$ cat src/rtl/gshare_spec_predictor_if.sv
// Prediction and update bus between fetch/execute (master) and the gshare predictor (slave).
interface gshare_spec_predictor_if #(
    parameter int unsigned IDX_WIDTH  = 8,
    parameter int unsigned HIST_WIDTH = 8
);
    logic                  pred_valid;
    logic [31:0]           pred_pc;
    logic                  pred_taken;
    logic [IDX_WIDTH-1:0]  pred_idx;
    logic [HIST_WIDTH-1:0] pred_hist;

    logic                  upd_valid;
    logic [IDX_WIDTH-1:0]  upd_idx;
    logic                  upd_taken;
    logic                  upd_mispredict;
    logic [HIST_WIDTH-1:0] upd_hist;

    logic [31:0]           perf_updates;
    logic [31:0]           perf_mispredicts;

    modport master (
        output pred_valid, pred_pc,
        output upd_valid, upd_idx, upd_taken, upd_mispredict, upd_hist,
        input  pred_taken, pred_idx, pred_hist,
        input  perf_updates, perf_mispredicts
    );

    modport slave (
        input  pred_valid, pred_pc,
        input  upd_valid, upd_idx, upd_taken, upd_mispredict, upd_hist,
        output pred_taken, pred_idx, pred_hist,
        output perf_updates, perf_mispredicts
    );
endinterface

$ cat src/rtl/gshare_spec_predictor.sv
// Gshare direction predictor with speculative global history and checkpoint restore.
// Optional performance counters are enabled by defining GSHARE_PERF_CNT_EN.
module gshare_spec_predictor #(
    parameter int unsigned IDX_WIDTH  = 8,
    parameter int unsigned HIST_WIDTH = 8,
    parameter int unsigned CTR_WIDTH  = 2,
    parameter int unsigned PC_LSB     = 2
) (
    input  logic                   clk,
    input  logic                   rst,
    gshare_spec_predictor_if.slave bp
);
    localparam int unsigned DEPTH = 1 << IDX_WIDTH;
    localparam logic [CTR_WIDTH-1:0] CTR_MAX  = '1;
    localparam logic [CTR_WIDTH-1:0] CTR_INIT = CTR_WIDTH'((1 << (CTR_WIDTH - 1)) - 1);

    logic [HIST_WIDTH-1:0] spec_hist_q;
    logic [HIST_WIDTH-1:0] spec_hist_d;
    logic [CTR_WIDTH-1:0]  ctr_q [DEPTH];
    logic [CTR_WIDTH-1:0]  ctr_d [DEPTH];
    logic [IDX_WIDTH-1:0]  idx_c;
    logic [CTR_WIDTH-1:0]  upd_ctr_c;
    logic [CTR_WIDTH-1:0]  upd_ctr_next_c;
    logic                  pc_unused;

    // Index and prediction read the registered table, so a same-cycle update is not visible yet.
    assign idx_c         = bp.pred_pc[PC_LSB +: IDX_WIDTH] ^ IDX_WIDTH'(spec_hist_q);
    assign bp.pred_idx   = idx_c;
    assign bp.pred_taken = ctr_q[idx_c][CTR_WIDTH-1];
    assign bp.pred_hist  = spec_hist_q;
    assign pc_unused     = ^bp.pred_pc;

    // Truncating {hist, bit} keeps the low HIST_WIDTH bits, which also covers HIST_WIDTH=1.
    always_comb begin
        spec_hist_d = spec_hist_q;
        if (bp.upd_valid && bp.upd_mispredict) begin
            spec_hist_d = HIST_WIDTH'({bp.upd_hist, bp.upd_taken});
        end else if (bp.pred_valid) begin
            spec_hist_d = HIST_WIDTH'({spec_hist_q, bp.pred_taken});
        end
    end

    assign upd_ctr_c = ctr_q[bp.upd_idx];

    always_comb begin
        upd_ctr_next_c = upd_ctr_c;
        if (bp.upd_taken) begin
            if (upd_ctr_c != CTR_MAX) begin
                upd_ctr_next_c = upd_ctr_c + CTR_WIDTH'(1);
            end
        end else if (upd_ctr_c != '0) begin
            upd_ctr_next_c = upd_ctr_c - CTR_WIDTH'(1);
        end
    end

    always_comb begin
        ctr_d = ctr_q;
        if (bp.upd_valid) begin
            ctr_d[bp.upd_idx] = upd_ctr_next_c;
        end
    end

    always_ff @(posedge clk or posedge rst) begin
        if (rst) begin
            spec_hist_q <= '0;
            for (int unsigned i = 0; i < DEPTH; i++) begin
                ctr_q[i] <= CTR_INIT;
            end
        end else begin
            spec_hist_q <= spec_hist_d;
            ctr_q       <= ctr_d;
        end
    end

`ifdef GSHARE_PERF_CNT_EN
    logic [31:0] perf_upd_q;
    logic [31:0] perf_upd_d;
    logic [31:0] perf_mis_q;
    logic [31:0] perf_mis_d;

    // Saturating event counters for resolved updates and mispredicts.
    always_comb begin
        perf_upd_d = perf_upd_q;
        perf_mis_d = perf_mis_q;
        if (bp.upd_valid && (perf_upd_q != 32'hFFFF_FFFF)) begin
            perf_upd_d = perf_upd_q + 32'd1;
        end
        if (bp.upd_valid && bp.upd_mispredict && (perf_mis_q != 32'hFFFF_FFFF)) begin
            perf_mis_d = perf_mis_q + 32'd1;
        end
    end

    always_ff @(posedge clk or posedge rst) begin
        if (rst) begin
            perf_upd_q <= '0;
            perf_mis_q <= '0;
        end else begin
            perf_upd_q <= perf_upd_d;
            perf_mis_q <= perf_mis_d;
        end
    end

    assign bp.perf_updates     = perf_upd_q;
    assign bp.perf_mispredicts = perf_mis_q;
`else
    assign bp.perf_updates     = '0;
    assign bp.perf_mispredicts = '0;
`endif

endmodule

$ cat src/flat_wrapper.sv
// flat-port wrapper written by rule: the top's interface ports become plain ports
module gshare_spec_predictor_flat 
#(
    parameter int unsigned IDX_WIDTH  = 8,
    parameter int unsigned HIST_WIDTH = 8,
    parameter int unsigned CTR_WIDTH  = 2,
    parameter int unsigned PC_LSB     = 2
)
  (clk, rst, bp_pred_valid, bp_pred_pc, bp_upd_valid, bp_upd_idx, bp_upd_taken, bp_upd_mispredict, bp_upd_hist, bp_pred_taken, bp_pred_idx, bp_pred_hist, bp_perf_updates, bp_perf_mispredicts);
  gshare_spec_predictor_if #(.IDX_WIDTH(IDX_WIDTH), .HIST_WIDTH(HIST_WIDTH)) bp_i ();
  input  logic clk;
  input  logic rst;
  input wire logic [$bits(bp_i.pred_valid)-1:0] bp_pred_valid;
  input wire logic [$bits(bp_i.pred_pc)-1:0] bp_pred_pc;
  input wire logic [$bits(bp_i.upd_valid)-1:0] bp_upd_valid;
  input wire logic [$bits(bp_i.upd_idx)-1:0] bp_upd_idx;
  input wire logic [$bits(bp_i.upd_taken)-1:0] bp_upd_taken;
  input wire logic [$bits(bp_i.upd_mispredict)-1:0] bp_upd_mispredict;
  input wire logic [$bits(bp_i.upd_hist)-1:0] bp_upd_hist;
  output wire logic [$bits(bp_i.pred_taken)-1:0] bp_pred_taken;
  output wire logic [$bits(bp_i.pred_idx)-1:0] bp_pred_idx;
  output wire logic [$bits(bp_i.pred_hist)-1:0] bp_pred_hist;
  output wire logic [$bits(bp_i.perf_updates)-1:0] bp_perf_updates;
  output wire logic [$bits(bp_i.perf_mispredicts)-1:0] bp_perf_mispredicts;
  assign bp_i.pred_valid = bp_pred_valid;
  assign bp_i.pred_pc = bp_pred_pc;
  assign bp_i.upd_valid = bp_upd_valid;
  assign bp_i.upd_idx = bp_upd_idx;
  assign bp_i.upd_taken = bp_upd_taken;
  assign bp_i.upd_mispredict = bp_upd_mispredict;
  assign bp_i.upd_hist = bp_upd_hist;
  assign bp_pred_taken = bp_i.pred_taken;
  assign bp_pred_idx = bp_i.pred_idx;
  assign bp_pred_hist = bp_i.pred_hist;
  assign bp_perf_updates = bp_i.perf_updates;
  assign bp_perf_mispredicts = bp_i.perf_mispredicts;
  gshare_spec_predictor #(.IDX_WIDTH(IDX_WIDTH), .HIST_WIDTH(HIST_WIDTH), .CTR_WIDTH(CTR_WIDTH), .PC_LSB(PC_LSB)) u_core (.clk(clk), .rst(rst), .bp(bp_i));
endmodule
$ cat config.mk
export PLATFORM = sky130hd
export DESIGN_NAME = gshare_spec_predictor_flat
export DESIGN_NICKNAME = d
export VERILOG_FILES = /design/src/rtl/gshare_spec_predictor_if.sv /design/src/rtl/gshare_spec_predictor.sv /design/src/flat_wrapper.sv
export SDC_FILE = /design/constraint.sdc
export NUM_CORES = 2
export LEC_CHECK = 0
export ABC_AREA = 1
export BUFFER_PORTS_ARGS = -buffer_cell sky130_fd_sc_hd__clkbuf_2
export CAP_MARGIN = 20
export CORE_UTILIZATION = 35
export DETAILED_ROUTE_END_ITERATION = 16
export SLEW_MARGIN = 0
export SYNTH_ARGS = -nofsm -noshare
export SYNTH_HDL_FRONTEND = slang
export SYNTH_SLANG_ARGS = --single-unit
$ cat constraint.sdc
create_clock -name clk -period 36.5 [get_ports clk]
set_clock_uncertainty 0.05 [all_clocks]
set_input_delay 1.825 -clock clk [delete_from_list [all_inputs] [get_ports clk]]
set_output_delay 1.825 -clock clk [all_outputs]
set_load 0.02 [all_outputs]
# ---- Yosys cells after proc, flatten, opt, wreduce, memory -nomap -nowiden
# Index checks and enable logic that the tools add are counted.
dict set report word_totals {
  reg_bits 520
  output_inout_bits 81
  wordCells 284
}
dict set report op_classes {
  n_addsub 2
  magnitude_cmp 3
  n_eq_ne 1
  muxes 14
  n_bitwise 3
  n_reduce_logical 4
}
# op count
set ops {}
lappend ops {{bitwise mux 512 bit} 1}
lappend ops {{binary-select mux 2 bit (select 8 bit)} 2}
lappend ops {{>= comparator 9 bit, second input constant} 2}
lappend ops {{NOT 8 -> 9 bit} 2}
lappend ops {{demux 2 bit (select 8 bit)} 1}
lappend ops {{2-to-1 mux 2 bit} 8}
lappend ops {{2-to-1 mux 8 bit} 2}
lappend ops {{< comparator 9 x 1 -> 1 bit, second input constant} 1}
lappend ops {{XOR 8 bit} 1}
lappend ops {{nonzero test 2 bit} 2}
lappend ops {{adder 2 x 1 -> 2 bit, second input constant} 1}
lappend ops {{logical AND 1 bit} 2}
lappend ops {{inequality test 2 bit, second input constant} 1}
lappend ops {{subtractor 2 x 1 -> 2 bit, second input constant} 1}

# ---- Depth between registers and ports, before layout
dict set report logic_depth {
  word_depth 8
  mapped_depth 23
  depth_no_buf 19
}

# ---- Worst setup path after synthesis
# OpenSTA, ideal clock, no wires.
dict set report synth_timing {
  path_type {input to output}
  startpoint {in bp_pred_pc[3]}
  endpoint {out bp_pred_taken}
  t_arrival_ns 3.440
  slack_ns 31.185
  cell_stages 11
  n_path_buf 2
  cell_sequence {xor2_1 -> clkbuf_1 -> clkbuf_1 -> o211ai_1 -> nand3_1 -> nand3_1 -> nand3_1 -> nand3_1 -> nand3_1 -> nand3_1 -> nand2_1}
}
dict set report synth_via {
  elab_chain_len 5
}
# element line
set synth_lines {}
lappend synth_lines {{from (decl)} flat_wrapper.sv:14} ;# input wire logic [$bits(bp_i.pred_pc)-1:0] bp_pred_pc;
lappend synth_lines {{XOR 8 bit} gshare_spec_predictor.sv:27} ;# assign idx_c = bp.pred_pc[PC_LSB +: IDX_WIDTH] ^ IDX_WIDTH'(spec_hist_q);
lappend synth_lines {{via bp_pred_idx[1]} flat_wrapper.sv:21} ;# output wire logic [$bits(bp_i.pred_idx)-1:0] bp_pred_idx;
lappend synth_lines {{NOT 8 -> 9 bit (implied by the code)} gshare_spec_predictor.sv:29} ;# assign bp.pred_taken = ctr_q[idx_c][CTR_WIDTH-1];
lappend synth_lines {{binary-select mux 2 bit (select 8 bit)} gshare_spec_predictor.sv:29}
lappend synth_lines {{2-to-1 mux 2 bit (implied by the code) (2 in a row)} gshare_spec_predictor.sv:29}
lappend synth_lines {{to (decl)} flat_wrapper.sv:20} ;# output wire logic [$bits(bp_i.pred_taken)-1:0] bp_pred_taken;
# The timed path passes the listed nets, and every way through them passes these cells. The select of a mux whose other input is x is not followed.

# ---- Final worst setup path
dict set report layout_timing {
  startpoint {in bp_upd_idx[0]}
  endpoint {reg u_core.ctr_q[425] in the netlist's numbering}
}
dict set report layout_via {
  elab_chain_len 8
  elab_cells_between_ends 17
}
# element line
set layout_lines {}
lappend layout_lines {{from (decl)} flat_wrapper.sv:16} ;# input wire logic [$bits(bp_i.upd_idx)-1:0] bp_upd_idx;
lappend layout_lines {{NOT 8 -> 9 bit (implied by the code) (*)} {gshare_spec_predictor.sv:43, gshare_spec_predictor.sv:59}}
lappend layout_lines {{binary-select mux 2 bit (select 8 bit)} gshare_spec_predictor.sv:43} ;# assign upd_ctr_c = ctr_q[bp.upd_idx];
lappend layout_lines {{2-to-1 mux 2 bit (implied by the code) (2 in a row)} gshare_spec_predictor.sv:43}
lappend layout_lines {{subtractor 2 x 1 -> 2 bit, or another cell as far along} gshare_spec_predictor.sv:52} ;# upd_ctr_next_c = upd_ctr_c - CTR_WIDTH'(1);
lappend layout_lines {{2-to-1 mux 2 bit, on equally long branches} {gshare_spec_predictor.sv:51, gshare_spec_predictor.sv:48}}
lappend layout_lines {{2-to-1 mux 2 bit} gshare_spec_predictor.sv:47} ;# if (bp.upd_taken) begin
lappend layout_lines {{bitwise mux 512 bit (*)} gshare_spec_predictor.sv:59} ;# ctr_d[bp.upd_idx] = upd_ctr_next_c;
lappend layout_lines {{to (signal assigned)} gshare_spec_predictor.sv:71} ;# ctr_q <= ctr_d;
lappend layout_lines {{to (decl)} gshare_spec_predictor.sv:19} ;# logic [CTR_WIDTH-1:0] ctr_q [DEPTH];
# Mark *: on every way between the ends. The rest lies on a longest branch, timed or not. The select of a mux whose other input is x is not followed.
# A chain may end at the register's enable or synchronous reset.

==> run summary <==
### Worst setup path
- in2reg — classification of the worst setup path
- bp_upd_idx[0] — Worst Setup SP
- u_core.ctr_q[511] — worst reg2reg path startpoint
- 7750 ps — signal arrival time at the worst endpoint
- 79 — critical path peak fanout
- flop — endpoint class of the critical path
- input port — CP startpoint kind
- 37020 ps — Data required, critical path

### Final layout
- 9259 — FILL cells
- sky130_fd_sc_hd__nand2_1 (2340), sky130_fd_sc_hd__inv_1 (482), sky130_fd_sc_hd__nand3_1 (426) — most used cells in the layout excluding fill and tap cells
- 9.41% — growth of design area from synthesis to finish
- 4711 — net count of the finished layout
- 10.0% — layout cell share with drive strength beyond 1
- 0.0341 mm² — Non-Filler Cell Area, Final
- sky130_fd_sc_hd__nand2_1 — most frequent standard cell in the layout excluding fill and tap cells

### STA
- 0 — max-slew violation total from the final report
- 0 ps — Total Neg Setup Slack
- no — setup repair after global routing missed its margin
- 1190 ps — transition time at the pin with the least slew margin
- 0 — total setup violations reported at the end of the flow
- 0 — hold violation total from the final report
- 20.9% — slew margin rel.
- 19.8% — final worst path period share
- 7230 ps — Tmin final
- 138 MHz — top achievable clock speed

### Detailed routing
- 30600 — vias post-DR
- 19.8 µm — post-DR wirelength/cell
- 3479 — DRC marker count from the first detailed-route iteration
- 0 — Detail Route Antenna Nets
- 116000 µm — total detailed-routing wirelength
- 5.22 — routed via count divided by cell count
- 0 — DRC errors left
- 6 — number of detailed-routing iterations run before antenna repair

### Logic synthesis
- 520 — synthesis-stage register bit count
- 0.0311 mm² — mapped cell area
- sky130_fd_sc_hd__nand2_1 — library cell occupying the most area in the post-synthesis netlist
- 0% — adder-cell share of the synthesized area
- 0% — mux share of post-synthesis cell area
- sky130_fd_sc_hd__dfrtp_1 — most frequently used flop master after synthesis
- 4757 — Synth Instances
- simple AND/OR/NAND/NOR gates — dominant combinational cell family by area after synthesis
- 100% — Async SR Flop Fraction
- 41.0% — Synth Area in Simple Gates
- 42.8% — fraction of the yosys area taken by sequential cells
- 6.54 µm² — post-synthesis average cell area
- 0 — count of flip-flops with a built-in enable after synthesis
- 0.225% — xor and xnor fraction of the mapped netlist area
- 0 — number of warning messages in the yosys log
- 28 — post-synthesis cell type count
- 28.3% — area share of the largest cell type after synthesis
- 4.67% — complex-gate fraction of the synthesized area
- sky130_fd_sc_hd__nand2_1 (28%), sky130_fd_sc_hd__dfstp_2 (22%), sky130_fd_sc_hd__dfrtp_1 (21%) — dominant cells by area after synthesis

### Clock network
- 3 — clock buffer depth
- sky130_fd_sc_hd__clkbuf_16 — root cell of the clock tree
- 60 — number of buffers created by CTS
- 0 — quantity of hold-fixing buffers added after cts
- 520 — clock sink count
- 640 ps — clock network latency to the later pin of the worst-skew pair
- 0 — post-CTS repair timing setup buffer count
- done — TritonCTS clock tree
- 60 ps — clock slew at the register clock pins of the worst setup and hold paths
- 2 — H-tree level count
- 0 — number of resized instances in the post-cts repair step

### Flow run
- 0 — max_cap viols

### Global route
- 25.7% — GRT Total Usage
- 0 — grt ovf
- 2 — antenna violations before repair
- 111 — maximum number of pins on one net before global-route repair
- 28400 — via count of the first global-routing pass
- 176000 µm — global-route wire length before repair

### Hold path
- u_core.ctr_q[338] — hold path startpoint
- reg2reg — worst hold path class

### Place
- 0.896 — placer's final routability congestion estimate
- 66600 µm — HPWL after DPL
- 45 — number of port buffers
- 0.0319 mm² — DP Area

### Floorplan
- 300 µm — Die X-Extent
- 35.3% — initial cell density of the core
- 135 — IO Pins
- 109 — cell row count
- 0.0882 mm² — area of the placeable core
- 0.0901 mm² — area enclosed by the die boundary
- 300 µm — Die Y-Extent

### Power
- 0.0000391 V — worst voltage drop across the vdd grid
- 16.1 nW — leakage power of the design
- 45.2 mW/mm² — power density over the cells

### Status
- complete, no violations — outcome

## Yosys cell counts, drive strengths merged (4+ instances only)
| cell type | instances |
|---|---|
| nor2 | 193 |
| nand2 | 2346 |
| buf | 195 |
| a21oi | 17 |
| nand4 | 40 |
| clkinv | 8 |
| dfrtp | 264 |
| dfstp | 256 |
| xnor2 | 7 |
| nand3 | 426 |
| inv | 488 |
| nor3 | 164 |
| o211ai | 71 |
| o21ai | 123 |
| a22oi | 24 |
| clkbuf | 128 |
| o221ai | 4 |
## cell type report
| cell class | instances | area (µm²) | area share (%) |
|---|---|---|---|
| Multi-Input combinational cell | 3481 | 14600 | 42.9 |
| Sequential cell | 520 | 13300 | 39.1 |
| Inverter | 496 | 1880 | 5.51 |
| Clock buffer | 96 | 1870 | 5.49 |
| Tap cell | 1165 | 1460 | 4.28 |
| Timing Repair Buffer | 98 | 652 | 1.91 |
| Clock inverter | 16 | 236 | 0.694 |
| Antenna cell | 3 | 7.51 | 0.0220 |
## power by group
group / leakage, nW / total [mW] / switching, mW / internal (mW)
Clock: 1.04 / 0.651 / 0.261 / 0.390
Combinational: 8.78 / 0.274 / 0.216 / 0.0576
Sequential: 6.32 / 0.614 / 0.0107 / 0.604
## critical path, stage by stage
cell	delay, ps
sky130_fd_sc_hd__buf_6	160
sky130_fd_sc_hd__buf_4	340
sky130_fd_sc_hd__nor2_4	810
sky130_fd_sc_hd__buf_4	900
sky130_fd_sc_hd__a21oi_1	130
sky130_fd_sc_hd__nand2_1	110
sky130_fd_sc_hd__nand2_1	50
sky130_fd_sc_hd__nand2_1	160
sky130_fd_sc_hd__o21ai_1	80
sky130_fd_sc_hd__nand2_1	90
sky130_fd_sc_hd__nand2_1	90
sky130_fd_sc_hd__nand3_1	160
sky130_fd_sc_hd__nor2_1	90
sky130_fd_sc_hd__nand2_4	420
sky130_fd_sc_hd__buf_4	950
sky130_fd_sc_hd__buf_4	860
sky130_fd_sc_hd__nand3_1	140
sky130_fd_sc_hd__nand2_1	110
## sequential cells by signal, indices dropped and copies added (netlist names)
signal / cells
u_core.bp.pred_hist: 8
u_core.ctr_q: 512
## logic make-up (layout without fill, tap and decap cells)
group,Yosys count,after routing
AND/OR/NAND/NOR,3169,3169
buffers and inverters,819,706
flip-flops,520,520
AO/OA/AOI/OAI,240,240
XOR/XNOR,8,8
other,1,67
## per-stage QoR
stage	power (mW)	utilization (%)	setup slack [ps]	hold WS [ps]	instances
3_5_place_dp	0.889	36.2	28730	406	5759
6_report	1.54	38.6	29270	414	5875
5_1_grt	1.59	38.6	29050	426	5872
2_1_floorplan	0.789	-	20520	396	4820
3_3_place_gp	0.888	36.2	28690	403	5759
4_1_cts	1.54	38.6	29410	416	5871
## metal layers
layer  wire [µm]  GRT usage, %
met1       48600          34.4
met2       50600          39.7
met3       11700          5.40
met4        5520          11.4
met5           9             0
## worst paths after layout
path | end | slack (ps) | cells past startpoint
min in group asynchronous | u_core.ctr_q[447] | 1280 | 2
worst min register to register | u_core.ctr_q[338] | 410 | 2
worst min-delay path | u_core.ctr_q[338] | 410 | 2
worst max register to register | u_core.ctr_q[425] | 32190 | 16
worst max-delay path | u_core.ctr_q[425] | 29270 | 18
max in group asynchronous | u_core.ctr_q[75] | 32220 | 5
No activity file was read; power rests on OpenSTA's default activity.
